===== src/rtl/psram_arb_if.sv =====
// Handshake bundle between psram_arb, its two requesters (AXI memory path,
// APB config path) and the shared psram_core.
interface psram_arb_if #(
  parameter int ADDR_WIDTH = 26
);
  logic                  mem_req_i;
  logic                  mem_wen_i;
  logic [ADDR_WIDTH-1:0] mem_addr_i;
  logic [31:0]           mem_wdata_i;
  logic [3:0]            mem_bm_i;
  logic                  mem_ack_o;
  logic [31:0]           mem_rdata_o;
  logic                  mem_err_o;

  logic                  cfg_req_i;
  logic                  cfg_wen_i;
  logic [7:0]            cfg_wdata_i;
  logic                  cfg_ack_o;
  logic [7:0]            cfg_rdata_o;

  logic                  core_start_o;
  logic                  core_cflg_o;
  logic                  core_wen_o;
  logic [ADDR_WIDTH-1:0] core_addr_o;
  logic [31:0]           core_wdata_o;
  logic [3:0]            core_bm_o;
  logic                  core_done_i;
  logic [31:0]           core_rdata_i;

  // Arbiter side
  modport slave (
    input  mem_req_i, mem_wen_i, mem_addr_i, mem_wdata_i, mem_bm_i,
    output mem_ack_o, mem_rdata_o, mem_err_o,
    input  cfg_req_i, cfg_wen_i, cfg_wdata_i,
    output cfg_ack_o, cfg_rdata_o,
    output core_start_o, core_cflg_o, core_wen_o, core_addr_o, core_wdata_o, core_bm_o,
    input  core_done_i, core_rdata_i
  );

  // Requester / core side
  modport master (
    output mem_req_i, mem_wen_i, mem_addr_i, mem_wdata_i, mem_bm_i,
    input  mem_ack_o, mem_rdata_o, mem_err_o,
    output cfg_req_i, cfg_wen_i, cfg_wdata_i,
    input  cfg_ack_o, cfg_rdata_o,
    input  core_start_o, core_cflg_o, core_wen_o, core_addr_o, core_wdata_o, core_bm_o,
    output core_done_i, core_rdata_i
  );
endinterface


===== src/rtl/psram_arb.sv =====
// Round-robin arbiter/sequencer sharing psram_core between the memory and
// config-register paths; one transaction at a time with a completion watchdog.
module psram_arb #(
  parameter int ADDR_WIDTH = 26,
  parameter int TIMEOUT    = 1024
) (
  input  logic        clk_i,
  input  logic        rst_n_i,
  input  logic        en_i,
  psram_arb_if.slave  bus,
  output logic        busy_o,
  output logic        tmo_o
);

  localparam int CW = $clog2(TIMEOUT);

  typedef enum logic [1:0] {
    IDLE  = 2'd0,
    START = 2'd1,
    WAIT  = 2'd2,
    RESP  = 2'd3
  } state_e;

  state_e                state_q, state_d;
  logic [CW-1:0]         cnt_q, cnt_d;
  logic                  lastGntCfg_q, lastGntCfg_d;
  logic                  err_q, err_d;
  logic                  coreCflg_q, coreCflg_d;
  logic                  coreWen_q, coreWen_d;
  logic [ADDR_WIDTH-1:0] coreAddr_q, coreAddr_d;
  logic [31:0]           coreWdata_q, coreWdata_d;
  logic [3:0]            coreBm_q, coreBm_d;
  logic [31:0]           memRdata_q, memRdata_d;
  logic [7:0]            cfgRdata_q, cfgRdata_d;

  logic grantMem;
  logic grantCfg;
  logic cntExpired;

  // On a tie, the port that did not win last time takes the grant.
  assign grantMem   = bus.mem_req_i & (~bus.cfg_req_i | lastGntCfg_q);
  assign grantCfg   = bus.cfg_req_i & ~grantMem;
  assign cntExpired = (cnt_q == CW'(TIMEOUT - 1));

  always_ff @(posedge clk_i) begin
    if (!rst_n_i) begin
      state_q      <= IDLE;
      cnt_q        <= '0;
      lastGntCfg_q <= 1'b1;
      err_q        <= 1'b0;
      coreCflg_q   <= 1'b0;
      coreWen_q    <= 1'b0;
      coreAddr_q   <= '0;
      coreWdata_q  <= '0;
      coreBm_q     <= '0;
      memRdata_q   <= '0;
      cfgRdata_q   <= '0;
    end else begin
      state_q      <= state_d;
      cnt_q        <= cnt_d;
      lastGntCfg_q <= lastGntCfg_d;
      err_q        <= err_d;
      coreCflg_q   <= coreCflg_d;
      coreWen_q    <= coreWen_d;
      coreAddr_q   <= coreAddr_d;
      coreWdata_q  <= coreWdata_d;
      coreBm_q     <= coreBm_d;
      memRdata_q   <= memRdata_d;
      cfgRdata_q   <= cfgRdata_d;
    end
  end

  always_comb begin
    state_d      = state_q;
    cnt_d        = cnt_q;
    lastGntCfg_d = lastGntCfg_q;
    err_d        = err_q;
    coreCflg_d   = coreCflg_q;
    coreWen_d    = coreWen_q;
    coreAddr_d   = coreAddr_q;
    coreWdata_d  = coreWdata_q;
    coreBm_d     = coreBm_q;
    memRdata_d   = memRdata_q;
    cfgRdata_d   = cfgRdata_q;
    tmo_o        = 1'b0;

    case (state_q)
      IDLE: begin
        if (en_i && (grantMem || grantCfg)) begin
          state_d      = START;
          lastGntCfg_d = grantCfg;
          coreCflg_d   = grantCfg;
          if (grantCfg) begin
            coreWen_d   = bus.cfg_wen_i;
            coreAddr_d  = '0;
            coreWdata_d = {24'd0, bus.cfg_wdata_i};
            coreBm_d    = 4'b0001;
          end else begin
            coreWen_d   = bus.mem_wen_i;
            coreAddr_d  = bus.mem_addr_i;
            coreWdata_d = bus.mem_wdata_i;
            coreBm_d    = bus.mem_bm_i;
          end
        end
      end

      START: begin
        cnt_d   = '0;
        state_d = WAIT;
      end

      // A done arriving in the same cycle as expiry counts as success.
      WAIT: begin
        if (bus.core_done_i) begin
          err_d   = 1'b0;
          state_d = RESP;
          if (coreCflg_q) begin
            cfgRdata_d = bus.core_rdata_i[7:0];
          end else begin
            memRdata_d = bus.core_rdata_i;
          end
        end else if (cntExpired) begin
          err_d   = 1'b1;
          tmo_o   = 1'b1;
          state_d = RESP;
        end else begin
          cnt_d = cnt_q + 1'b1;
        end
      end

      RESP: begin
        state_d = IDLE;
      end

      default: begin
        state_d = IDLE;
      end
    endcase
  end

  assign busy_o           = (state_q != IDLE);
  assign bus.core_start_o = (state_q == START);
  assign bus.core_cflg_o  = coreCflg_q;
  assign bus.core_wen_o   = coreWen_q;
  assign bus.core_addr_o  = coreAddr_q;
  assign bus.core_wdata_o = coreWdata_q;
  assign bus.core_bm_o    = coreBm_q;

  assign bus.mem_ack_o    = (state_q == RESP) & ~coreCflg_q;
  assign bus.mem_err_o    = (state_q == RESP) & ~coreCflg_q & err_q;
  assign bus.mem_rdata_o  = memRdata_q;
  assign bus.cfg_ack_o    = (state_q == RESP) & coreCflg_q;
  assign bus.cfg_rdata_o  = cfgRdata_q;

endmodule

===== src/flat_wrapper.sv =====
// flat-port wrapper written by rule: the top's interface ports become plain ports
module psram_arb_flat 
#(
  parameter int ADDR_WIDTH = 26,
  parameter int TIMEOUT    = 1024
)
  (clk_i, rst_n_i, en_i, busy_o, tmo_o, bus_mem_req_i, bus_mem_wen_i, bus_mem_addr_i, bus_mem_wdata_i, bus_mem_bm_i, bus_mem_ack_o, bus_mem_rdata_o, bus_mem_err_o, bus_cfg_req_i, bus_cfg_wen_i, bus_cfg_wdata_i, bus_cfg_ack_o, bus_cfg_rdata_o, bus_core_start_o, bus_core_cflg_o, bus_core_wen_o, bus_core_addr_o, bus_core_wdata_o, bus_core_bm_o, bus_core_done_i, bus_core_rdata_i);
  psram_arb_if #(.ADDR_WIDTH(ADDR_WIDTH)) bus_i ();
  input  logic clk_i;
  input  logic rst_n_i;
  input  logic en_i;
  output logic busy_o;
  output logic tmo_o;
  input wire logic [$bits(bus_i.mem_req_i)-1:0] bus_mem_req_i;
  input wire logic [$bits(bus_i.mem_wen_i)-1:0] bus_mem_wen_i;
  input wire logic [$bits(bus_i.mem_addr_i)-1:0] bus_mem_addr_i;
  input wire logic [$bits(bus_i.mem_wdata_i)-1:0] bus_mem_wdata_i;
  input wire logic [$bits(bus_i.mem_bm_i)-1:0] bus_mem_bm_i;
  output wire logic [$bits(bus_i.mem_ack_o)-1:0] bus_mem_ack_o;
  output wire logic [$bits(bus_i.mem_rdata_o)-1:0] bus_mem_rdata_o;
  output wire logic [$bits(bus_i.mem_err_o)-1:0] bus_mem_err_o;
  input wire logic [$bits(bus_i.cfg_req_i)-1:0] bus_cfg_req_i;
  input wire logic [$bits(bus_i.cfg_wen_i)-1:0] bus_cfg_wen_i;
  input wire logic [$bits(bus_i.cfg_wdata_i)-1:0] bus_cfg_wdata_i;
  output wire logic [$bits(bus_i.cfg_ack_o)-1:0] bus_cfg_ack_o;
  output wire logic [$bits(bus_i.cfg_rdata_o)-1:0] bus_cfg_rdata_o;
  output wire logic [$bits(bus_i.core_start_o)-1:0] bus_core_start_o;
  output wire logic [$bits(bus_i.core_cflg_o)-1:0] bus_core_cflg_o;
  output wire logic [$bits(bus_i.core_wen_o)-1:0] bus_core_wen_o;
  output wire logic [$bits(bus_i.core_addr_o)-1:0] bus_core_addr_o;
  output wire logic [$bits(bus_i.core_wdata_o)-1:0] bus_core_wdata_o;
  output wire logic [$bits(bus_i.core_bm_o)-1:0] bus_core_bm_o;
  input wire logic [$bits(bus_i.core_done_i)-1:0] bus_core_done_i;
  input wire logic [$bits(bus_i.core_rdata_i)-1:0] bus_core_rdata_i;
  assign bus_i.mem_req_i = bus_mem_req_i;
  assign bus_i.mem_wen_i = bus_mem_wen_i;
  assign bus_i.mem_addr_i = bus_mem_addr_i;
  assign bus_i.mem_wdata_i = bus_mem_wdata_i;
  assign bus_i.mem_bm_i = bus_mem_bm_i;
  assign bus_mem_ack_o = bus_i.mem_ack_o;
  assign bus_mem_rdata_o = bus_i.mem_rdata_o;
  assign bus_mem_err_o = bus_i.mem_err_o;
  assign bus_i.cfg_req_i = bus_cfg_req_i;
  assign bus_i.cfg_wen_i = bus_cfg_wen_i;
  assign bus_i.cfg_wdata_i = bus_cfg_wdata_i;
  assign bus_cfg_ack_o = bus_i.cfg_ack_o;
  assign bus_cfg_rdata_o = bus_i.cfg_rdata_o;
  assign bus_core_start_o = bus_i.core_start_o;
  assign bus_core_cflg_o = bus_i.core_cflg_o;
  assign bus_core_wen_o = bus_i.core_wen_o;
  assign bus_core_addr_o = bus_i.core_addr_o;
  assign bus_core_wdata_o = bus_i.core_wdata_o;
  assign bus_core_bm_o = bus_i.core_bm_o;
  assign bus_i.core_done_i = bus_core_done_i;
  assign bus_i.core_rdata_i = bus_core_rdata_i;
  psram_arb #(.ADDR_WIDTH(ADDR_WIDTH), .TIMEOUT(TIMEOUT)) u_core (.clk_i(clk_i), .rst_n_i(rst_n_i), .en_i(en_i), .bus(bus_i), .busy_o(busy_o), .tmo_o(tmo_o));
endmodule

===== config.mk =====
export PLATFORM = sky130hd
export DESIGN_NAME = psram_arb_flat
export DESIGN_NICKNAME = d
export VERILOG_FILES = /design/src/rtl/psram_arb_if.sv /design/src/rtl/psram_arb.sv /design/src/flat_wrapper.sv
export SDC_FILE = /design/constraint.sdc
export NUM_CORES = 1
export LEC_CHECK = 0
export BUFFER_PORTS_ARGS = -buffer_cell sky130_fd_sc_hd__buf_4
export CORE_ASPECT_RATIO = 0.6
export CORE_UTILIZATION = 40
export DETAILED_ROUTE_END_ITERATION = 8
export GPL_TIMING_DRIVEN = 0
export PLACE_DENSITY = 0.71
export SLEW_MARGIN = 20
export SYNTH_ARGS = -nofsm -noshare
export SYNTH_HDL_FRONTEND = slang
export SYNTH_SLANG_ARGS = --single-unit

===== constraint.sdc =====
create_clock -name clk_i -period 4.2 [get_ports clk_i]
set_clock_uncertainty 0.2 [all_clocks]
set_input_delay 0.63 -clock clk_i [delete_from_list [all_inputs] [get_ports clk_i]]
set_output_delay 0.63 -clock clk_i [all_outputs]
set_load 0.03 [all_outputs]

==> impl_metrics.json, run 1 <==
{
  "antenna_found_initial": 0,
  "ys_ff_latch": 118,
  "yosys_warnings": 0,
  "detail-route-antenna-nets": 0,
  "wire_per_inst_um": 15.16,
  "row_count": 30,
  "layout.nets": 910,
  "multi_input_area_um2": 2071,
  "fillers": 967,
  "yosysTopAreaCellShare": 0.5088,
  "drive_gt1_frac": 0.3350,
  "core-area_um2": 11300,
  "area_growth_pct": 53.09,
  "period_needed_ns": 2.913,
  "drt_iter0_markers": 351,
  "cp-start-kind": "flip-flop",
  "clk_latency_ns": 0.41,
  "slew_violations": 0,
  "hold_viol": 0,
  "num_vias": 4832,
  "die_width_um": 141.1,
  "ff_latch_area_um2": 2362,
  "cts_buffer_depth": 2,
  "finalCoreUtilization": 0.6291,
  "path_class": "flip-flop to primary output",
  "max-vdd-ir-drop_v": 0.0003264,
  "p_per_area_nw_per_um2": 540.9,
  "netlist.top_cell.by_area": "dfxtp_1",
  "ys_top_cells_by_count": "129 x nand2_1, 118 x dfxtp_1, 90 x a21oi_1, 66 x nand3_1, 29 x clkbuf_1",
  "slew_headroom": 0.5833,
  "clkSlewWorstSetupHoldPaths_ns": 0.06,
  "grt_start_max_net_pins": 17,
  "hold_class": "flip-flop to flip-flop",
  "viasPerCell": 5.002,
  "cts.sinks": 118,
  "crit_path_max_fanout": 10,
  "root_buffer": "clkbuf_16",
  "ys.flop_type": "dfxtp_1",
  "io_pins": 220,
  "cts_tree": "yes",
  "ctsResizeCount": 0,
  "fmax_mhz": 343.3,
  "antennaDiodeCount": 0,
  "yosysMostFrequentCell": "nand2_1",
  "gp_congestion": 0.8460,
  "dr.pass1.iters": 5,
  "cts_setup_buffers": 0,
  "setup_tns_ns": 0,
  "netlist_top_cells_area": "dfxtp_1 51%, nand2_1 10%, a21oi_1 9.7%, nand3_1 7.1%, mux2i_1 4.1%",
  "yosysUniqueCellTypes": 44,
  "drc": 0,
  "syn_nets": 672,
  "dpl-instance-area_um2": 6487,
  "end_kind": "primary output",
  "first_global_vias": 4754,
  "synth-edff-count": 0,
  "place_hpwl_um": 10900,
  "track_usage": 0.2499,
  "stdcell_area_um2": 7108,
  "async_reset_ff_frac": 0,
  "rsz0062_at_grt": "no",
  "start_util": 0.4110,
  "drv_cap": 0,
  "p_leak_nw": 3.103,
  "worstMarginPinSlew_ns": 0.6251,
  "setup_viol_count_final": 0,
  "grt_overflow": 0,
  "synth_cells": 556,
  "arrival_ns": 2.08,
  "grt_first_pass_wirelength_um": 23490,
  "timing.final.crit_share": 0.6935,
  "wirelength_um": 14650,
  "status": "completed",
  "die-height_um": 85.46,
  "htreeDepth": 4,
  "hold_ws_ns": 0.2507,
  "required_ns": 3.37,
  "die_area_um2": 12060,
  "syn-cell-area_um2": 4643,
  "synth.avg_cell_area_um2": 8.351,
  "numCtsBuffers": 17,
  "io_buffers": 219,
  "cts-hold-fix-buffers": 0,
  "ys_seq_area_frac": 0.5088
}
sequential cells by signal, summed over array words and instances (netlist names), 2 cells and up:
register and flops:
u_core.bus.core_addr_o 26, u_core.bus.cfg_rdata_o 8, u_core.state_q 2, u_core.cnt_q 10
u_core.bus.core_bm_o 4, u_core.bus.mem_rdata_o 32, u_core.bus.core_wdata_o 32
placed cells by master, fill, tap and decap left out, drive strengths merged, types with 2 or more instances in the layout:
master,synthesis,layout
bufinv,0,4
ha,6,6
nand2,130,130
and2,3,3
a21oi,90,90
inv,6,7
clkbuf,30,49
nand4,4,4
o21ai,3,3
o41ai,2,2
or4,2,2
dfxtp,118,118
nor2,23,23
a211oi,9,9
nor2b,2,2
mux2i,19,19
nand2b,4,4
buf,12,231
o2111ai,5,5
nand4b,3,3
and4,2,2
clkinv,0,6
nor4,2,2
nand3,67,67
or2,3,3
path summary, 6_finish.rpt:
check	from	endpoint	slack, ns	cells after the start
max reg2reg	u_core.state_q[0]	u_core.bus.core_wdata_o[9]	2.07	7
min reg2reg	u_core.bus.core_addr_o[3]	u_core.bus.core_addr_o[3]	0.25	2
max	u_core.state_q[0]	tmo_o	1.29	6
min	u_core.bus.core_addr_o[3]	u_core.bus.core_addr_o[3]	0.25	2
critical path: stages, from the launching register on:
cell and delay [ns]:
dfxtp_1 0.32, inv_1 0.15, ha_1 0.22, clkbuf_4 0.22, nand2b_1 0.09, nor4_1 0.43, buf_4 0.25
per-layer routing:
metal  part of all wire  wire length [um]  GRT usage
met1               0.44              6390     0.3083
met2               0.48              6966     0.4104
met3              0.077              1130    0.09086
met4              0.010               153    0.07312
met5            0.00041                 6          0
cell type report:
class / instances / area share
Sequential cell: 118 / 0.3323
Tap cell: 160 / 0.02816
Multi-Input combinational cell: 390 / 0.2913
Inverter: 6 / 0.003168
Timing Repair Buffer: 219 / 0.2313
Clock inverter: 12 / 0.02500
Buffer: 42 / 0.02640
Clock buffer: 19 / 0.06231
through the flow:
| step | setup slack, ns | instances | power (mW) |
|---|---|---|---|
| 3_5_place_dp | 1.768 | 935 | 2.329 |
| 2_1_floorplan | 1.530 | 556 | 1.929 |
| 5_1_grt | 1.194 | 966 | 4.016 |
| 3_3_place_gp | 1.791 | 935 | 2.299 |
| 4_1_cts | 1.320 | 966 | 3.866 |
| 6_report | 1.287 | 966 | 3.845 |
report_power, final:
group | total (mW) | internal (mW) | switching, mW
logic | 0.998 | 0.365 | 0.634
registers | 1.31 | 1.24 | 0.0693
clock network | 1.54 | 1.01 | 0.532
logic make-up after synthesis:
| logic type | after synthesis | share of synthesized area |
|---|---|---|
| AOI/OAI and AO/OA | 115 | 0.1423 |
| and+or+nand+nor | 249 | 0.2441 |
| adders and majority gates | 6 | 0.01617 |
| DFF | 118 | 0.5088 |
| buffers and inverters | 48 | 0.04527 |
| muxes | 20 | 0.04338 |
No activity file was read; power rests on OpenSTA's default activity.
==> run 2, diff against run 1 <==
ABC_AREA = 1   (was unset)
clock period = 2.7 ns   (was 4.2 ns; I/O delays follow)
==> run 2 against run 1 <==
Net effect: sequential share of layout area grew 0.16 points; critical path depth grew 2; register-to-register slack lost 1.4 ns; critical path type unchanged; via count grew 3.5%; combinational power grew 120%; worst hold slack lost 0.22 ns; sequential cell count is the same; clock power grew 56%; first-iteration DRC count shrank 21%.
==> impl_metrics.json, run 2 <==
{
  "required_ns": 2.10,
  "numCtsBuffers": 17,
  "cp_top_family": "simple AND/OR/NAND/NOR gates",
  "fmax_mhz": 401.2,
  "syn-cell-area_um2": 4626,
  "synth.avg_cell_area_um2": 7.621,
  "clk_latency_ns": 0.40,
  "cp-start-kind": "flip-flop",
  "clkSlewWorstSetupHoldPaths_ns": 0.06,
  "hold_viol": 0,
  "track_usage": 0.2504,
  "first_global_vias": 4858,
  "gp_congestion": 0.8675,
  "io_pins": 220,
  "stdcell_area_um2": 7073,
  "finalCoreUtilization": 0.6498,
  "cts_setup_buffers": 0,
  "htreeDepth": 4,
  "cts.sinks": 118,
  "netlist_top_cells_area": "dfxtp_1 51%, a21oi_1 9.8%, nand2_1 8.6%, nand3_1 7.5%, nor2_1 6.3%",
  "layout.nets": 961,
  "yosysMostFrequentCell": "dfxtp_1",
  "arrival_ns": 1.89,
  "row_count": 29,
  "die_width_um": 140.8,
  "area_growth_pct": 52.91,
  "dp.cells": 965,
  "slowest_stage": "dfxtp_1",
  "yosysTopAreaCellShare": 0.5107,
  "crit_path_max_incr_delay_ns": 0.37,
  "ys_ff_latch": 118,
  "ctsResizeCount": 0,
  "slew_headroom": 0.6328,
  "ys_seq_area_frac": 0.5107,
  "wirelength_um": 14930,
  "syn_nets": 723,
  "status": "completed",
  "cts_buffer_depth": 2,
  "cts_tree": "yes",
  "root_buffer": "clkbuf_16",
  "synth_cells": 607,
  "ys_top_cells_by_count": "118 x dfxtp_1, 106 x nand2_1, 91 x a21oi_1, 78 x nor2_1, 69 x nand3_1",
  "yosysUniqueCellTypes": 25,
  "drt_iter0_markers": 279,
  "netlist.top_cell.by_area": "dfxtp_1",
  "ys.flop_type": "dfxtp_1",
  "wire_per_inst_um": 14.97,
  "drc": 0,
  "grt_first_pass_wirelength_um": 23670,
  "slew_violations": 0,
  "drv_cap": 0,
  "core-area_um2": 10890,
  "fillers": 909,
  "cp.buffers_inverters": 2,
  "async_reset_ff_frac": 0,
  "p_leak_nw": 3.235,
  "final_cell_mix": "219 x buf_4, 118 x dfxtp_1, 106 x nand2_1",
  "setup_viol_count_final": 0,
  "detail-route-antenna-nets": 0,
  "antennaDiodeCount": 0,
  "yosys_warnings": 0,
  "die_area_um2": 12010,
  "drive_gt1_frac": 0.3333,
  "path_class": "flip-flop to primary output",
  "p_per_area_nw_per_um2": 950.7,
  "grt_start_max_net_pins": 17,
  "start_util": 0.4249,
  "layout_commonest_cell": "buf_4",
  "io_buffers": 219,
  "place_hpwl_um": 11270,
  "synth_top_family_by_area": "simple AND/OR/NAND/NOR gates",
  "synth-compound-area-share": 0.1574,
  "yosys.area_share.simple": 0.2461,
  "crit_chain": "ha_1 -> nand2_2 -> inv_1 -> nand2_1 -> nor3_1 -> nand3_1 -> nor2_1 -> buf_4",
  "dr.pass1.iters": 5,
  "period_needed_ns": 2.493,
  "dpl-instance-area_um2": 6444,
  "viasPerCell": 5.016,
  "die-height_um": 85.30,
  "synthMuxAreaShare": 0,
  "timing.final.crit_share": 0.9233,
  "hold_class": "primary input to flip-flop",
  "stdcell_count": 997,
  "cts-hold-fix-buffers": 0,
  "end_kind": "primary output",
  "worstMarginPinSlew_ns": 0.5508,
  "max-vdd-ir-drop_v": 0.0005824,
  "crit_path_max_fanout": 4,
  "setup_tns_ns": 0,
  "num_vias": 5001,
  "synth_xor_area_frac": 0.001893,
  "synth-edff-count": 0,
  "rsz0062_at_grt": "no",
  "grt_overflow": 0,
  "synth-adder-area-share": 0.01623,
  "antenna_found_initial": 0
}
-- run 2: through the flow --
step                hold slack, ns  power, mW  setup WS, ns
floorplan                   0.2287      3.541        0.6653
finish                     0.02592      6.725        0.2072
CTS                        0.01474      6.751        0.1979
global route               0.01555      7.060       0.07752
detailed placement          0.2397      4.345        0.6874
global placement            0.2340      4.286        0.7028
-- run 2: cell families (layout without fill, tap and decap cells) --
group           after synthesis  after routing
flops                       118            118
xor+xnor                      1              1
buf+inv                      70            321
compound gates              145            145
simple gates                267            267
fa+ha+maj                     6              6
-- run 2: where the power goes --
group | internal (mW) | leakage [nW] | switching [mW]
registers | 2.01 | 0.960 | 0.161
logic | 0.779 | 1.98 | 1.37
clock network | 1.56 | 0.298 | 0.845
-- run 2: worst paths after layout --
path                              from                          to  slack [ns]  cells past startpoint
max                    u_core.cnt_q[0]                       tmo_o        0.21                      8
min               bus_core_rdata_i[11]  u_core.bus.mem_rdata_o[11]        0.03                      3
max reg2reg          u_core.state_q[0]  u_core.bus.mem_rdata_o[20]        0.68                      8
min reg2reg  u_core.bus.cfg_rdata_o[2]   u_core.bus.cfg_rdata_o[2]        0.25                      2
-- run 2: per-layer routing --
metal	vias to the layer above	track usage	wire length [um]
li1	2474	-	-
met1	2337	0.3155	6706
met2	175	0.4134	6868
met3	15	0.07336	1188
met4	0	0.08202	167
met5	-	0	0
-- run 2: worst register-to-register path, stage by stage (launching register included) --
cell	delay, ns
dfxtp_1	0.34
inv_1	0.12
ha_1	0.20
buf_6	0.15
nand2_1	0.08
nor2_2	0.19
clkbuf_1	0.35
o21ai_0	0.17
nor2_1	0.14
-- run 2: area by class of cell --
type | instances | area [um^2] | area share
Sequential cell | 118 | 2362 | 0.3340
Inverter | 28 | 105.1 | 0.01486
Tap cell | 139 | 173.9 | 0.02459
Timing Repair Buffer | 219 | 1644 | 0.2324
Multi-Input combinational cell | 419 | 1951 | 0.2758
Clock inverter | 14 | 200.2 | 0.02830
Buffer | 42 | 207.7 | 0.02936
Clock buffer | 18 | 429.2 | 0.06068
